==> config.mk <==
export PLATFORM = sky130hd
export DESIGN_NAME = decoder38_pulse
export DESIGN_NICKNAME = d
export VERILOG_FILES = /design/src/rtl/decoder38_pulse.sv
export SDC_FILE = /design/constraint.sdc
export NUM_CORES = 1
export LEC_CHECK = 0
export BUFFER_PORTS_ARGS = -buffer_cell sky130_fd_sc_hd__buf_2
export CORE_UTILIZATION = 40
export CTS_CLUSTER_DIAMETER = 120
export DETAILED_ROUTE_END_ITERATION = 10
export PLACE_DENSITY = 0.57
export SETUP_SLACK_MARGIN = 0.05
export SLEW_MARGIN = 20
export SYNTH_ARGS = -nofsm -noshare
export SYNTH_HDL_FRONTEND = slang
export SYNTH_SLANG_ARGS = --single-unit
==> constraint.sdc <==
create_clock -name iClk -period 3 [get_ports iClk]
set_clock_uncertainty 0.1 [all_clocks]
set_input_delay 0.75 -clock iClk [delete_from_list [all_inputs] [get_ports iClk]]
set_output_delay 0.75 -clock iClk [all_outputs]
set_load 0.1 [all_outputs]
==> src/rtl/decoder38_pulse.sv <==
// decoder38_pulse: 3-to-8 line decoder that turns each accepted code into a
// timed active-low pulse on its output line. Consecutive pulses are separated
// by an all-high gap. One further code can wait in a single-entry pending
// slot while a pulse or gap is in progress. iEI disables and aborts the block.
// oEO reports "enabled and fully idle" so that several blocks can be cascaded.
module decoder38_pulse #(
    parameter int unsigned PULSE_LEN = 4,  // output-low cycles per code, 1..255
    parameter int unsigned GAP_LEN   = 2   // all-high cycles between pulses, 0..255
) (
    input  logic       iClk,
    input  logic       iRst_n,
    input  logic       iEI,
    input  logic [2:0] iCode,
    input  logic       iValid,
    output logic       oReady,
    output logic [7:0] oData,
    output logic       oEO
);

    typedef enum logic [1:0] {
        IDLE  = 2'd0,
        PULSE = 2'd1,
        GAP   = 2'd2
    } stateT;

    localparam logic [7:0] PULSE_LOAD = 8'(PULSE_LEN - 1);
    // With GAP_LEN == 0 the GAP state is never entered, so this wrapped value is unused.
    localparam logic [7:0] GAP_LOAD   = 8'(GAP_LEN - 1);
    localparam logic [7:0] ALL_HIGH   = 8'hFF;

    stateT      state;
    logic [7:0] cnt;
    logic [2:0] activeCode;
    logic [2:0] pendCode;
    logic       pendFull;

    logic       accept;
    logic       gapEnd;
    logic       doStart;
    logic       doPend;
    logic [2:0] startCode;

    // Turn a line index into its active-low one-hot output pattern.
    function automatic logic [7:0] lineLow(input logic [2:0] code);
        lineLow = ~(8'b0000_0001 << code);
    endfunction

    // Handshake and cascade outputs depend only on registered state and the enable input.
    assign oReady = !iEI && !pendFull;
    assign oEO    = !(!iEI && (state == IDLE) && !pendFull);
    assign accept = iValid && oReady;

    // End of the inter-pulse gap; with no gap configured, the last pulse cycle acts as the gap end.
    always_comb begin
        gapEnd = 1'b0;
        if (cnt == 8'd0) begin
            if (state == GAP)
                gapEnd = 1'b1;
            else if ((state == PULSE) && (GAP_LEN == 0))
                gapEnd = 1'b1;
        end
    end

    // Decide whether a new pulse starts on this edge, and from which source.
    always_comb begin
        // NOTE: every signal gets a default first so that no path leaves it unassigned (no latch).
        doStart   = 1'b0;
        startCode = iCode;
        if (state == IDLE) begin
            doStart = accept;
        end else if (gapEnd) begin
            if (pendFull) begin
                // A waiting code always wins; oReady is low then, so no accept can collide.
                doStart   = 1'b1;
                startCode = pendCode;
            end else begin
                doStart = accept;
            end
        end
        // Any accept not consumed directly by a start goes into the pending slot.
        doPend = accept && !doStart;
    end

    // Pulse/gap sequencer with registered line outputs.
    // NOTE: sequential state uses non-blocking assignments so every register samples pre-edge values.
    always_ff @(posedge iClk or negedge iRst_n) begin
        if (!iRst_n) begin
            state      <= IDLE;
            cnt        <= 8'd0;
            activeCode <= 3'd0;
            pendCode   <= 3'd0;
            pendFull   <= 1'b0;
            oData      <= ALL_HIGH;
        end else if (iEI) begin
            // Disable aborts everything; any code offered on this edge is dropped.
            state    <= IDLE;
            cnt      <= 8'd0;
            pendFull <= 1'b0;
            oData    <= ALL_HIGH;
        end else begin
            if (doStart) begin
                state      <= PULSE;
                cnt        <= PULSE_LOAD;
                activeCode <= startCode;
                oData      <= lineLow(startCode);
            end else if (gapEnd) begin
                state <= IDLE;
                oData <= ALL_HIGH;
            end else if ((state == PULSE) && (cnt == 8'd0)) begin
                state <= GAP;
                cnt   <= GAP_LOAD;
                oData <= ALL_HIGH;
            end else if (cnt != 8'd0) begin
                cnt <= cnt - 8'd1;
                if (state == PULSE)
                    oData <= lineLow(activeCode);
            end

            if (doStart)
                pendFull <= 1'b0;
            else if (doPend)
                pendFull <= 1'b1;

            if (doPend)
                pendCode <= iCode;
        end
    end

endmodule
## Yosys cells after proc, flatten, opt, wreduce, memory -nomap -nowiden

Cells that the tools add are included.

| cells by class | value |
|---|---|
| add/sub/neg operators | 1 |
| eq/ne operators | 3 |
| shift operators | 2 |
| muxes and demuxes | 26 |
| bitwise gates (word level) | 3 |
| reduce and logical (&&, ||, !) cells | 22 |

Operators by type and width:

| kind | number |
|---|---|
| $mux W8 | 11 |
| $not A8 Y8 | 2 |
| $shl A1 B3 Y8 const A | 2 |
| $reduce_bool A5 Y1 | 2 |
| $mux W3 | 3 |
| $logic_not A8 Y1 | 1 |
| $mux W1 | 8 |
| $mux W2 | 4 |
| $reduce_and A2 Y1 | 4 |
| $reduce_bool A4 Y1 | 2 |
| $reduce_bool A8 Y1 | 1 |
| $sub A8 B1 Y8 const B | 1 |
| $logic_and A1 B1 Y1 | 6 |
| $logic_not A1 Y1 | 4 |
| $ne A3 B2 Y1 const B | 1 |
| $reduce_bool A3 Y1 | 1 |
| $eq A2 B1 Y1 const B | 1 |
| $eq A2 B2 Y1 const B | 1 |
| $logic_not A2 Y1 | 1 |
| $not A1 Y1 | 1 |

| storage, ports and cells | value |
|---|---|
| register bits after elaboration | 25 |
| input port bits | 7 |
| output and inout bits | 10 |

## Depth between registers and ports, before layout

Gate-level depths: netlist of run 1.

| depth | value |
|---|---|
| depth after elaboration | 11 |
| depth in mapped cells | 9 |
| gate-level depth less buffers | 7 |

## Worst setup path after synthesis of run 1

OpenSTA, ideal clock, no wires.

| path | value |
|---|---|
| kind | input-to-output |
| start point | in iEI |
| end point | out oEO |
| arrival | 3.441 ns |
| data required time | 2.150 ns |
| path slack | -1.291 ns |
| stages | 3 |
| path through | clkbuf_1 -> nor2_1 -> nand3_1 |

| on the way | value |
|---|---|
| longest elaborated chain between the ends | 4 |

RTL lines:

| element | RTL line | source |
|---|---|---|
| start: declaration | 12 | `input logic iEI,` |
| $logic_not A1 Y1 | 50 | `assign oEO = !(!iEI && (state == IDLE) && !pendFull);` |
| $logic_and A1 B1 Y1 (2 in series) | 50 |  |
| $logic_not A1 Y1 | 50 |  |
| end: declaration | 17 | `output logic oEO` |

No other way between the ends.

## Worst setup path after layout of run 1

| path | value |
|---|---|
| start point | reg cnt[0] |
| end point | reg activeCode[2] |

| on the way | value |
|---|---|
| longest elaborated chain between the ends | 5 |

RTL lines:

| element | RTL line | source |
|---|---|---|
| start: declaration | 32 | `logic [7:0] cnt;` |
| start signal: assignment | 114 | `cnt <= cnt - 8'd1;` |
| $logic_not A8 Y1 * | 56 | `if (cnt == 8'd0) begin` |
| $mux W1 * | 56 |  |
| $mux W1 | 71 | `end else if (gapEnd) begin` |
| $mux W1 | 69 | `if (state == IDLE) begin` |
| $reduce_and A2 Y1 (no line) | n/a |  |
| end signal: assignment | 104 | `activeCode <= startCode;` |
| end: declaration | 33 | `logic [2:0] activeCode;` |

Mark *: on every way between the ends. The rest lies on a longest branch, timed or not.
A chain may end at the register's enable or synchronous reset.

==> impl_metrics.yaml, run 1 <==
synthesis:
  synthFlopType: "dfrtp_1"
  netlist_area_um2: 1430
  syn_area_per_cell_um2: 9.89
  netlist_instances: 145
  synth_fp_nets: 153
  ys_seq_elements: 25
  ys_async_sr_fraction_pct: 100
  seq_area_frac_synth_pct: 44.3
  yosys.area.top_type: "dfrtp_1"
  ys_warn_count: 0
  synth_top_area_share_pct: 29.7
  synth_area_leaders: "dfrtp_1 (30%), dfstp_2 (15%), a21oi_1 (4.5%)"
  synth_edf_count: 0
  synth.distinct_cells: 40
final_layout:
  fin_util_pct: 47.2
  fillers: 327
  n_antenna_cell: 0
  mostFrequentLayoutCells: "dfrtp_1 (17), nor2_1 (16), buf_2 (16)"
  syn_to_final_growth_pct: 11.7
  drive_gt1_share_pct: 29.6
  layout.nets: 171
  final_common_cell: "dfrtp_1"
floorplanning:
  die_w_um: 61.9
  rows: 21
  io_pins: 17
  initial_core_util_pct: 42.3
  core-area_um2: 3390
  die_h_um: 61.9
  fp.dieArea_um2: 3830
worst_setup_path:
  max_stage_delay_ns: 0.48
  worstPathMaxFanout: 8
  r2r_slack_ns: 0.38
  critPathKind: "flip-flop to flip-flop"
  crit_family: "simple AND/OR/NAND/NOR gates"
  r2r_cells: 7
  r2r-end: "activeCode[2]$_DFFE_PN0P_"
  rr_startpoint: "cnt[0]$_DFFE_PN0P_"
  critPathLaunch: "cnt[0]$_DFFE_PN0P_"
  endpoint_kind: "flip-flop"
  critPathLaunchType: "flip-flop"
  crit_slowest_cell: "or3b_1"
  worstPathRequired_ns: 3.12
  worstPathArrival_ns: 2.73
  crit_chain: "inv_1, ha_1, or3b_1, nor4_2, mux2_2, nor3_2, o21ba_2"
  crit_buf_inv: 1
power_and_ir_drop:
  pwr-share-comb_pct: 41.9
  vdd.ir_drop.worst_mv: 0.244
  p_int_w: 0.000673
  switchingPower_w: 0.000448
  pwr_density_cell_nw_per_um2: 700
  p_leak_nw: 0.617
  pwr-share-seq_pct: 44.9
  pwr-share-clk_pct: 13.2
  switching_share_pct: 40.0
drt:
  final_antenna_net_count: 0
  num_vias: 1167
  drt_pass1_iterations: 4
  drc: 0
  wirelength_um: 3140
  post_drt_wl_per_cell_um: 15.1
  viasPerCell: 5.61
  drtIter0Drc: 40
placed_design:
  place_congestion: 0.851
  port_buffers: 16
  dp_hpwl_um: 2370
sta:
  min_period_ns: 2.62
  hold_viol: 0
  relSlewSlack_pct: 48.5
  drv_slew: 0
  post-route-period-util_pct: 87.3
  rsz0062_at_grt: "false"
  setup_viol: 0
  setup_tns_ns: 0
  fmax_mhz: 382
  worst_pin_slew_ns: 0.762
clock_network:
  cts_tree: "yes"
  clockBufferDepth: 2
  cts_buffers: 3
  clk_latency_ns: 0.32
  path_clk_slew_ns: 0.13
  root_buffer: "clkbuf_4"
  postCtsSetupBuffers: 0
  clkSinkCount: 25
  ctsHoldBuffers: 0
  h-tree-depth: 1
global_route:
  grt_max_degree: 26
  grt_pass1_vias: 1119
  grt_first_pass_wirelength_um: 5260
  grt_use_total_pct: 19.0
  antenna_found_initial: 0
  globalRouteOverflowTotal: 0
worst_hold_path:
  hold_class: "primary input to asynchronous set/reset pin"
job:
  cap_violations: 0
run_status:
  status: "finished clean"
[stage by stage]
| step | cells | total power, W | cell area [µm²] | hold slack [ns] | worst slack (ns) |
|---|---|---|---|---|---|
| 2_1_floorplan | 145 | 0.000892 | 1450 | 0.354 | 0.0666 |
| 3_3_place_gp | 204 | 0.000964 | 1570 | 0.394 | 0.431 |
| 3_5_place_dp | 204 | 0.000980 | 1570 | 0.398 | 0.309 |
| 4_1_cts | 208 | 0.00113 | 1600 | 0.317 | 0.289 |
| 5_1_grt | 208 | 0.00121 | 1600 | 0.334 | 0.188 |
| 6_report | 208 | 0.00112 | 1600 | 0.305 | 0.381 |
[kinds of logic after synthesis]
| family | Yosys count | synth area share, % |
|---|---|---|
| and+or+nand+nor | 57 | 23.7 |
| muxes | 9 | 6.63 |
| buffers and inverters | 13 | 4.71 |
| adders and majority gates | 1 | 0.872 |
| AOI/OAI and AO/OA | 40 | 19.7 |
| DFF | 25 | 44.3 |
[how the worst max path moves through the flow]
stage | to | cells after the start | slack (ns)
finish | activeCode[2]$_DFFE_PN0P_ | 7 | 0.38
global route | activeCode[0]$_DFFE_PN0P_ | 7 | 0.19
CTS | activeCode[0]$_DFFE_PN0P_ | 7 | 0.29
detailed placement | activeCode[0]$_DFFE_PN0P_ | 7 | 0.31
global placement | activeCode[2]$_DFFE_PN0P_ | 7 | 0.43
floorplan | oEO | 3 | 0.07
[state kept, by name (all words and copies together), names as in the netlist]
| signal | cells |
|---|---|
| activeCode | 3 |
| pendFull | 1 |
| cnt | 8 |
| state | 2 |
| pendCode | 3 |
| oData | 8 |
[routing by layer]
layer / up-vias / global-route usage, % / part of all wire, %
li1: 572 / - / -
met1: 565 / 25.6 / 47
met2: 22 / 30.4 / 48
met3: 8 / 3.11 / 3.0
met4: 0 / 7.94 / 2.2
met5: - / 0 / 0
[area by class of cell]
type / instances / area (µm²) / share of cell area (%)
Tap cell: 46 / 57.6 / 3.59
Clock buffer: 4 / 26.3 / 1.64
Timing Repair Buffer: 20 / 110 / 6.88
Sequential cell: 25 / 636 / 39.7
Multi-Input combinational cell: 107 / 749 / 46.8
Inverter: 6 / 22.5 / 1.41
[worst reg2reg max path, cell delays in order (launching register included)]
cell	delay, ns
dfrtp_1	0.42
inv_1	0.08
ha_1	0.16
or3b_1	0.48
nor4_2	0.40
mux2_2	0.41
nor3_2	0.27
o21ba_2	0.20
[cell usage after synthesis, types with 3 or more instances]
cell type,n
a211oi_1,4
a21oi_1,13
a221oi_1,3
clkbuf_1,4
dfrtp_1,17
dfstp_2,8
inv_1,6
mux2_2,4
mux2i_1,5
nand2_1,7
nand3_1,3
nand3b_1,3
nor2_1,17
nor2b_1,3
nor3_1,3
o21ai_0,7
o31ai_1,3
o32ai_1,4
or3_1,4
or3b_2,3
[timing repair]
| action | CTS | global route |
|---|---|---|
| endpoints found under the setup margin | 0 | 3 |
| resized for setup | 0 | 1 |
| endpoints found under the hold margin | 0 | 0 |
[power by group through the flow]
stage | Combinational (W) | Clock (W) | Sequential [W]
floorplan | 0.000390 | 0 | 0.000502
global placement | 0.000460 | 0 | 0.000504
detailed placement | 0.000471 | 0 | 0.000509
CTS | 0.000472 | 0.000156 | 0.000502
global route | 0.000526 | 0.000169 | 0.000516
finish | 0.000469 | 0.000148 | 0.000503
Power figures use the tool's default switching activity.
==> run 2, diff against run 1 <==
--- a/config.mk
+++ b/config.mk
@@ -6,10 +6,10 @@
 export NUM_CORES = 1
 export LEC_CHECK = 0
 export BUFFER_PORTS_ARGS = -buffer_cell sky130_fd_sc_hd__buf_2
-export CORE_UTILIZATION = 40
+export CORE_UTILIZATION = 35
 export CTS_CLUSTER_DIAMETER = 120
 export DETAILED_ROUTE_END_ITERATION = 10
-export PLACE_DENSITY = 0.57
+export PLACE_DENSITY = 0.52
 export SETUP_SLACK_MARGIN = 0.05
 export SLEW_MARGIN = 20
 export SYNTH_ARGS = -nofsm -noshare
==> run 2 against run 1 <==
Effect of this change:
- combinational power decreased by 2%
- final cell count is 0.48% higher
- worst hold slack gained 0.058 ns
- die area is 14% higher
- largest power group unchanged
==> impl_metrics.yaml, run 2 (synthesis gave the netlist of run 1 again) <==
clock_network:
  clk_latency_ns: 0.26
  clockBufferDepth: 2
  clkSinkCount: 25
  h-tree-depth: 1
  cts_tree: "yes"
  cts_buffers: 3
  path_clk_slew_ns: 0.09
  root_buffer: "clkbuf_8"
global_route:
  globalRouteOverflowTotal: 0
  grt_max_degree: 26
  antenna_found_initial: 0
  grt_pass1_vias: 1172
  grt_use_total_pct: 16.7
  grt_first_pass_wirelength_um: 5440
worst_hold_path:
  hold_class: "primary input to asynchronous set/reset pin"
power_and_ir_drop:
  vdd.ir_drop.worst_mv: 0.268
  pwr_density_cell_nw_per_um2: 716
  p_leak_nw: 0.619
worst_setup_path:
  max_stage_delay_ns: 0.48
  crit_slowest_cell: "or3b_1"
  crit_buf_inv: 1
  crit_family: "simple AND/OR/NAND/NOR gates"
  worstPathArrival_ns: 2.62
  crit_chain: "inv_1, ha_1, or3b_1, or3_4, nor4_4, o21ai_0, nor2b_1"
  endpoint_kind: "flip-flop"
  worstPathRequired_ns: 3.05
  worstPathMaxFanout: 8
  critPathLaunchType: "flip-flop"
  critPathKind: "flip-flop to flip-flop"
final_layout:
  layout.nets: 170
  fin_util_pct: 42.5
  final_common_cell: "dfrtp_1"
  syn_to_final_growth_pct: 12.7
  n_antenna_cell: 0
  mostFrequentLayoutCells: "dfrtp_1 (17), nor2_1 (16), buf_2 (16)"
  reg.largest.list: "cnt: 8 flops, oData: 8 flops"
  drive_gt1_share_pct: 29.2
floorplanning:
  rows: 22
  die_h_um: 66.0
  io_pins: 17
  die_w_um: 66.0
  initial_core_util_pct: 37.7
  core-area_um2: 3800
  fp.dieArea_um2: 4360
drt:
  drc: 0
  post_drt_wl_per_cell_um: 15.0
  num_vias: 1152
  viasPerCell: 5.51
  wirelength_um: 3130
  drt_pass1_iterations: 4
  final_antenna_net_count: 0
  drtIter0Drc: 96
job:
  cap_violations: 0
run_status:
  status: "finished clean"
sta:
  hold_viol: 0
  fmax_mhz: 389
  min_period_ns: 2.57
  post-route-period-util_pct: 85.6
  worst_pin_slew_ns: 0.676
  drv_slew: 0
  rsz0062_at_grt: "false"
  relSlewSlack_pct: 54.3
  setup_tns_ns: 0
  setup_viol: 0
placed_design:
  place_congestion: 0.799
  dp_hpwl_um: 2320
  port_buffers: 16
run 2: worst reg2reg max path, stage by stage (launching register included):
cell and delay (ns):
dfrtp_1 0.39, inv_1 0.08, ha_1 0.16, or3b_1 0.48, or3_4 0.48, nor4_4 0.47, o21ai_0 0.15, nor2b_1 0.15
run 2: through the flow:
| stage | total power, W | hold WS (ns) | setup WS [ns] | instances | cell area, µm² |
|---|---|---|---|---|---|
| 6_report | 0.00116 | 0.363 | 0.431 | 209 | 1620 |
| 3_3_place_gp | 0.000955 | 0.381 | 0.391 | 205 | 1560 |
| 2_1_floorplan | 0.000892 | 0.354 | 0.0666 | 145 | 1450 |
| 5_1_grt | 0.00125 | 0.399 | 0.151 | 209 | 1620 |
| 4_1_cts | 0.00116 | 0.386 | 0.320 | 209 | 1610 |
| 3_5_place_dp | 0.000967 | 0.390 | 0.331 | 205 | 1560 |
run 2: final timing paths:
kind,start,end,depth (start not counted),slack [ns]
setup / recovery,cnt[0]$_DFFE_PN0P_,cnt[3]$_DFFE_PN0P_,7,0.43
hold / removal,iRst_n,cnt[5]$_DFFE_PN0P_,1,0.36
setup reg to reg,cnt[0]$_DFFE_PN0P_,cnt[3]$_DFFE_PN0P_,7,0.43
hold reg to reg,cnt[1]$_DFFE_PN0P_,cnt[1]$_DFFE_PN0P_,1,0.40
max in group asynchronous,iRst_n,oData[7]$_DFFE_PN1P_,1,2.06
min in group iClk,cnt[1]$_DFFE_PN0P_,cnt[1]$_DFFE_PN0P_,1,0.40
run 2: cell type report:
class | instances | area (µm²)
Timing Repair Buffer | 19 | 103
Inverter | 6 | 22.5
Multi-Input combinational cell | 107 | 749
Tap cell | 48 | 60.1
Clock buffer | 4 | 45.0
Fill cell | 371 | 2180
Sequential cell | 25 | 636
run 2: report_power, final:
group	leakage [nW]	internal (W)	switching [W]
clock network	0.0228	0.0000948	0.000102
registers	0.302	0.000419	0.0000806
logic	0.294	0.000193	0.000267
total	0.619	0.000706	0.000450
run 2: routing by layer:
metal	vias to the layer above	global-route usage, %	share of wire, %
met4	0	6.38	0.73
met3	2	3.45	3.0
met5	-	0	0
met2	14	27.3	49
met1	561	21.6	48
li1	575	-	-
run 2: repair_timing:
action | in CTS | in global routing
gates resized for setup | 0 | 1
endpoints found under the setup margin | 0 | 3
hold endpoints to repair | 0 | 0
hold buffers | 0 | 0
buffers inserted | 0 | 0
